### src/rtl/car_dash_pkg.sv
// Shared types and constants for the car-dash obstacle field.
package car_dash_pkg;
  localparam int COLS = 16;
  localparam logic [COLS-1:0] BORDER_MASK = 16'b1000000110000001;
  localparam logic [1:0]      LIVES_INIT  = 2'd3;

  typedef enum logic [1:0] {
    IDLE = 2'd0,
    RUN  = 2'd1,
    HIT  = 2'd2,
    OVER = 2'd3
  } state_t;
endpackage

### src/rtl/obstacle_row_shift.sv
// ROWS x COLS scrolling field: row 0 loads on shift, rows move toward ROWS-1.
// Also supports a synchronous clear and a single-bit clear on the bottom row.
module obstacle_row_shift
  import car_dash_pkg::*;
#(
  parameter int ROWS = 8
)(
  input  logic                      clk,
  input  logic                      rst,
  input  logic                      i_clr,
  input  logic                      i_shift,
  input  logic [COLS-1:0]           i_row,
  input  logic                      i_bclr,
  input  logic [$clog2(COLS)-1:0]   i_bclr_col,
  output logic [ROWS-1:0][COLS-1:0] o_field
);
  logic [ROWS-1:0][COLS-1:0] r_field;

  always_ff @(posedge clk) begin
    if (rst || i_clr)
      r_field <= '0;
    else if (i_shift)
      r_field <= {r_field[ROWS-2:0], i_row};
    else if (i_bclr)
      r_field[ROWS-1][i_bclr_col] <= 1'b0;
  end

  assign o_field = r_field;
endmodule

### src/rtl/obstacle_field.sv
// Obstacle field consumer: scrolls generator rows, detects car hits, keeps score.
// Optional CAR_DASH_LIVES_EN gives three lives; a hit clears the struck cell.
module obstacle_field #(
  parameter int ROWS    = 8,
  parameter int COLS    = 16,
  parameter int SCORE_W = 16
)(
  input  logic                 clk,
  input  logic                 rst,
  input  logic                 start,
  input  logic                 tick,
  input  logic [0:15]          seq_in,
  input  logic [3:0]           player_col,
  output logic [ROWS*COLS-1:0] field_flat,
  output logic                 collision,
  output logic                 game_over,
  output logic [SCORE_W-1:0]   score,
  output logic [1:0]           lives,
  output logic [1:0]           state
);
  import car_dash_pkg::*;

  state_t                    r_state, w_next;
  logic [SCORE_W-1:0]        r_score;
  logic [ROWS-1:0][COLS-1:0] w_field;
  logic [COLS-1:0]           w_row;
  logic                      w_hit, w_shift, w_restart, w_bclr;

  // seq_in is MSB-first (bit 0 = leftmost); store rows column-indexed.
  always_comb begin
    w_row = '0;
    for (int c = 0; c < COLS; c++) w_row[c] = seq_in[c];
  end

  assign w_hit     = (r_state == RUN) && w_field[ROWS-1][player_col];
  assign w_shift   = (r_state == RUN) && !w_hit && tick;
  assign w_restart = start && ((r_state == IDLE) || (r_state == OVER));

  obstacle_row_shift #(.ROWS(ROWS)) u_rows (
    .clk        (clk),
    .rst        (rst),
    .i_clr      (w_restart),
    .i_shift    (w_shift),
    .i_row      (w_row),
    .i_bclr     (w_bclr),
    .i_bclr_col (player_col),
    .o_field    (w_field)
  );

`ifdef CAR_DASH_LIVES_EN
  logic [1:0] r_lives;
  always_ff @(posedge clk) begin
    if (rst || w_restart)    r_lives <= LIVES_INIT;
    else if (r_state == HIT) r_lives <= r_lives - 2'd1;
  end
  assign w_bclr = (r_state == HIT) && (r_lives > 2'd1);
  assign lives  = r_lives;
`else
  assign w_bclr = 1'b0;
  assign lives  = (r_state == OVER) ? 2'd0 : 2'd1;
`endif

  always_ff @(posedge clk) begin
    if (rst) r_state <= IDLE;
    else     r_state <= w_next;
  end

  always_comb begin
    w_next = r_state;
    case (r_state)
      IDLE: if (start) w_next = RUN;
      RUN:  if (w_hit) w_next = HIT;
`ifdef CAR_DASH_LIVES_EN
      HIT:  w_next = (r_lives > 2'd1) ? RUN : OVER;
`else
      HIT:  w_next = OVER;
`endif
      OVER: if (start) w_next = RUN;
      default: w_next = IDLE;
    endcase
  end

  always_comb begin
    collision = (r_state == HIT);
    game_over = (r_state == OVER);
    state     = r_state;
  end

  // Score saturates rather than wrapping.
  always_ff @(posedge clk) begin
    if (rst || w_restart)
      r_score <= '0;
    else if (w_shift && (r_score != {SCORE_W{1'b1}}))
      r_score <= r_score + 1'b1;
  end

  assign score      = r_score;
  assign field_flat = w_field;
endmodule

### config.mk
export PLATFORM = sky130hd
export DESIGN_NAME = obstacle_field
export DESIGN_NICKNAME = d
export VERILOG_FILES = /design/src/rtl/car_dash_pkg.sv /design/src/rtl/obstacle_row_shift.sv /design/src/rtl/obstacle_field.sv
export SDC_FILE = /design/constraint.sdc
export NUM_CORES = 1
export LEC_CHECK = 0
export CAP_MARGIN = 0
export CORE_MARGIN = 2
export CORE_UTILIZATION = 45
export DETAILED_ROUTE_END_ITERATION = 6
export HOLD_SLACK_MARGIN = 0.02
export PLACE_DENSITY = 0.78
export SLEW_MARGIN = 20
export SYNTH_ARGS = -nofsm -noshare
export SYNTH_HDL_FRONTEND = slang
export SYNTH_SLANG_ARGS = --single-unit
### constraint.sdc
create_clock -name clk -period 6.2 [get_ports clk]
set_input_delay 1.24 -clock clk [delete_from_list [all_inputs] [get_ports clk]]
set_output_delay 1.24 -clock clk [all_outputs]
set_load 0.05 [all_outputs]
==> out/qor.txt, run 1 <==
outcome: finished, final reports clean
die area: 13080 um^2
DRT Pass-1 Iters: 5
Vias/cell: 5.229
Primary FF master, synth: dfxtp_1
TritonCTS clock tree: done
post-detail-place hpwl: 9.846 mm
global route total overflow: 0
Distinct cells, synth: 41
Avg Inst Size Synth: 8.083 um^2
Setup CP Type: in -> reg
Die W: 114.4 um
Post-CTS Repair Setup Buffers: 0
dominant cell type by area after synthesis: dfxtp_1
top post-synthesis cells by area: dfxtp_1, nand2_1, a21oi_1, o21ai_0, nand3_1
post-synth top area share: 0.5333
Starting Density: 0.4582
Layout area overhead: 44.16%
FF-to-FF Start: u_rows.o_field[115]
synthesized cell area: 5480 um^2
clk buf depth: 2
worst setup path startpoint: player_col[0]
core area: 11960 um^2
DR vias: 5161
crit start category: input pin
Top Ports: 174
# diodes: 0
Avg WL per Cell: 14.68 um
largest net degree at the start of global routing: 83
Tmin final: 3.865 ns
Overall Power: 2491 uW
cell with the most instances after synthesis: nand2_1
Fin Hold WS: 0.4660 ns
Fin Setup TNS: 0 ns
clock latency at the later pin of the worst-skew pair: 0.40 ns
Yosys reg bits: 146
Peak supply drop: 0.0001532 V
crit path DAT: 4.12 ns
CTS resizes: 0
P_leak: 0.002596 uW
clock slew at reported path FFs: 0.06 ns
Worst Max-Slew Pin Slew: 0.9006 ns
DP Cell Count: 955
Worst setup EP type: flip-flop
Non-Filler Instances: 987
PD cells: 315.3 nW/um^2
CTS Buf Count: 17
Post-Route WL: 14.49 mm
Post-DRT Antenna Nets: 0
global-route wire length before repair: 23.37 mm
Final Net Count: 856
min-delay worst type: reg -> reg
Max-slew headroom: 0.3950
RSZ-0062 raised after global routing: false
sequential area share after synthesis: 0.5333
placed inst area: 7282 um^2
CTS H-tree depth: 4
f_max: 258.7 MHz
drt drc: 0
EDFF count, synth: 0
Syn Nets: 706
number of synthesis warnings: 0
GPL Wtd Cong: 0.8416
final instance area: 7900 um^2
initial antenna violation count: 0
max_cap viols: 0
clock sink count: 146
Setup violations, final: 0
vias in the first global route: 4823
Pins Over Slew Limit: 0
hold violation count in the final report: 0
ys async rst share: 0
skew final: 0.008751 ns
I/O Buffers: 172
CP Data Required Time: 6.46 ns
Hold Crit Start: u_rows.o_field[16]
overall routing resource usage: 0.2213
die height: 114.4 um
Tcrit/Tclk final: 0.6234
Synth Instances: 678
clock root cell: clkbuf_16
Post-synth top cells: nand2_1, dfxtp_1, a21oi_1
FP Rows: 40
layout cells sized above 1: 0.05833
Starting DRT DRC Count: 286
Max FO, Critical Path: 78
hold-fix buffers at CTS: 0
[per-stage QoR]
step | setup WS [ns] | util
after CTS | 2.255 | 0.6592
after global placement | 1.961 | 0.6088
final | 2.335 | 0.6605
after floorplan | 2.898 | -
after global routing | 2.136 | 0.6605
after detailed placement | 1.824 | 0.6088
[worst paths after layout]
path                            slack [ns]             endpoint  cells past startpoint
worst max-delay path                  2.33  u_rows.o_field[103]                      7
worst min-delay path                  0.47   u_rows.o_field[32]                      2
worst max register to register        3.56   u_rows.o_field[56]                      6
worst min register to register        0.47   u_rows.o_field[32]                      2
[logic make-up after synthesis]
| kind of cell | synth area share |
|---|---|
| buf+inv | 0.04201 |
| other cells | 0.0006843 |
| flops | 0.5333 |
| compound gates | 0.1632 |
| fa+ha+maj | 0.009133 |
| mux | 0.02352 |
| simple gates | 0.2281 |
[area by class of cell]
cell class	count	area, um^2
multi-input cells	476	2362
fillers	1038	4061
flip-flops and latches	146	2923
clock inverters	14	177.7
clock buffers	17	425.4
well taps	147	183.9
inverters	7	26.28
repair buffers	180	1802
[power breakdown]
part / internal, uW / total, uW / leakage [uW] / switching (uW)
Clock: 638 / 1040 / 0.000295 / 398
Combinational: 120 / 481 / 0.00113 / 361
Sequential: 957 / 974 / 0.00118 / 17.5
Total: 1710 / 2490 / 0.00260 / 777
[per-layer routing]
layer	GRT usage	share of wire
met1	0.2778	0.43
met2	0.3587	0.47
met3	0.07676	0.087
met4	0.06992	0.0086
met5	0	0
[cells in the final DEF, fill, tap and decap left out, drive strengths merged, types with 2 or more instances in the layout]
| cell | n |
|---|---|
| nand2 | 224 |
| clkdlybuf4s50 | 172 |
| dfxtp | 146 |
| a21oi | 108 |
| o21ai | 39 |
| nand3 | 37 |
| clkbuf | 17 |
| inv | 12 |
| buf | 8 |
| mux2i | 5 |
| nand4 | 5 |
| clkinv | 5 |
| and2 | 4 |
| nand2b | 4 |
| o31ai | 4 |
| or4 | 4 |
| or3 | 4 |
| ha | 4 |
| mux4 | 3 |
| and4 | 3 |
| nor4 | 3 |
| bufinv | 3 |
| a31oi | 2 |
| nor2b | 2 |
| nor3 | 2 |
| nor2 | 2 |
| o31a | 2 |
| o21a | 2 |
| a211oi | 2 |
[sequential cells by signal (all words and copies together) (netlist names)]
name            cells
score              16
state               2
u_rows.o_field    128
[worst max-delay path: stages]
cell             delay (ns)
clkdlybuf4s50_1        0.66
mux4_2                 0.54
o22a_1                 0.28
a211o_4                0.61
buf_4                  0.47
nand3_1                0.19
o21ai_0                0.10
Power figures use the tool's default switching activity.
==> inputs of run 2 (changes only) <==
clock period = 4.05 ns   (was 6.2 ns; I/O delays follow)
==> out/qor.txt, run 2 (synthesis results as in run 1) <==
Final Net Count: 855
die area: 13080 um^2
f_max: 299.8 MHz
Worst setup EP type: flip-flop
Max FO, Critical Path: 63
skew final: 0.01145 ns
core area: 11960 um^2
# diodes: 0
layout cells sized above 1: 0.05714
worst-case reg-to-reg path depth: 5
Max-slew headroom: 0.3398
P_leak: 0.002572 uW
commonest cells after routing, fill and taps aside: nand2_1, clkdlybuf4s50_1, dfxtp_1
DRT Pass-1 Iters: 5
clock sink count: 146
RSZ-0062 raised after global routing: false
flip-flop and latch area: 2923 um^2
drt drc: 0
die height: 114.4 um
I/O Buffers: 172
DP Cell Count: 955
FF-to-FF Start: u_rows.o_field[113]
vias in the first global route: 4811
outcome: finished, final reports clean
Fin Setup TNS: 0 ns
Setup violations, final: 0
initial antenna violation count: 0
Post-Route WL: 14.73 mm
crit start category: input pin
TritonCTS clock tree: done
critical path, cell by cell: clkdlybuf4s50_1 > mux4_2 > o22a_1 > a211o_4 > or4_1 > a21oi_1
clock latency at the later pin of the worst-skew pair: 0.41 ns
max FFs per register: 128
post-detail-place hpwl: 10.01 mm
overall routing resource usage: 0.2256
most common cell after layout, fill and taps aside: nand2_1
hold-fix buffers at CTS: 0
CTS H-tree depth: 4
Tmin final: 3.336 ns
Post-CTS Repair Setup Buffers: 0
Tcrit/Tclk final: 0.8237
Post-DRT Antenna Nets: 0
DR vias: 5170
multi-input logic area: 2362 um^2
worst setup path startpoint: player_col[0]
largest net degree at the start of global routing: 81
Worst path slowest cell: clkdlybuf4s50_1
CTS Buf Count: 17
min-delay worst type: reg -> reg
global-route wire length before repair: 23.74 mm
Avg WL per Cell: 14.92 um
CP max stage delay: 0.65 ns
Top Ports: 174
FP Rows: 40
PD cells: 477.8 nW/um^2
Vias/cell: 5.238
Starting DRT DRC Count: 330
Setup crit end: score[8]
reg-to-reg critical path endpoint: score[8]
Non-Filler Instances: 987
hold violation count in the final report: 0
crit path DAT: 3.67 ns
CP Data Required Time: 4.38 ns
clk buf depth: 2
Layout area overhead: 44.09%
Worst Max-Slew Pin Slew: 0.9828 ns
Fin Hold WS: 0.4673 ns
Starting Density: 0.4582
r2r setup slk: 1.51 ns
Pins Over Slew Limit: 0
clock root cell: clkbuf_16
Peak supply drop: 0.0002909 V
Die W: 114.4 um
clock slew at reported path FFs: 0.06 ns
max_cap viols: 0
global route total overflow: 0
GPL Wtd Cong: 0.8971
Fill cells: 984
post-placement setup slack: 0.3486 ns
worst setup margin: 0.7141 ns
Setup CP Type: in -> reg
CTS resizes: 0
## run 2: changes by cell type in the layout (fill, tap and decap cells not counted), sizes merged
cell / delta
clkbuf: +3
clkinv: -2
bufinv: -1
buf: -1
clkinvlp: +5
inv: -4
## run 2: worst min path at each step
stage / from / to / slack (ns) / cells after the start
floorplan: u_rows.o_field[27] / u_rows.o_field[43] / 0.68 / 2
global placement: u_rows.o_field[25] / u_rows.o_field[41] / 0.45 / 2
detailed placement: u_rows.o_field[42] / u_rows.o_field[58] / 0.46 / 2
CTS: u_rows.o_field[12] / u_rows.o_field[28] / 0.47 / 2
global route: u_rows.o_field[61] / u_rows.o_field[77] / 0.48 / 2
finish: u_rows.o_field[48] / u_rows.o_field[64] / 0.47 / 2
## run 2: metrics by stage
step | instance area [um^2] | power, uW | utilization
floorplan | 5480 | 2050 | -
global placement | 7307 | 2251 | 0.6109
detailed placement | 7307 | 2273 | 0.6109
CTS | 7896 | 3800 | 0.6601
global route | 7896 | 3933 | 0.6601
finish | 7896 | 3773 | 0.6601
## run 2: area by class of cell
type | count | area share
Sequential cell | 146 | 0.3701
Multi-Input combinational cell | 476 | 0.2992
Timing Repair Buffer | 179 | 0.2294
Clock buffer | 20 | 0.05784
Tap cell | 147 | 0.02329
Clock inverter | 12 | 0.01680
Inverter | 7 | 0.003328
## run 2: power breakdown
part | internal (uW) | switching (uW) | total (uW)
registers | 1460 | 28.3 | 1490
clock network | 939 | 593 | 1530
logic | 191 | 557 | 748
total | 2600 | 1180 | 3770
## run 2: per-layer routing
layer,up-vias,track usage,share of wire
met5,-,0,0
met4,0,0.07398,0.0092
met3,12,0.08470,0.085
met2,165,0.3599,0.48
met1,2400,0.2830,0.43
li1,2593,-,-
## run 2: worst max-delay path, delay by kind of cell
family                 cells  cell delay [ns]
AO/OA/AOI/OAI              3             1.03
AND/OR/NAND/NOR            1             0.58
multiplexers               1             0.54
buffers and inverters      1             0.65
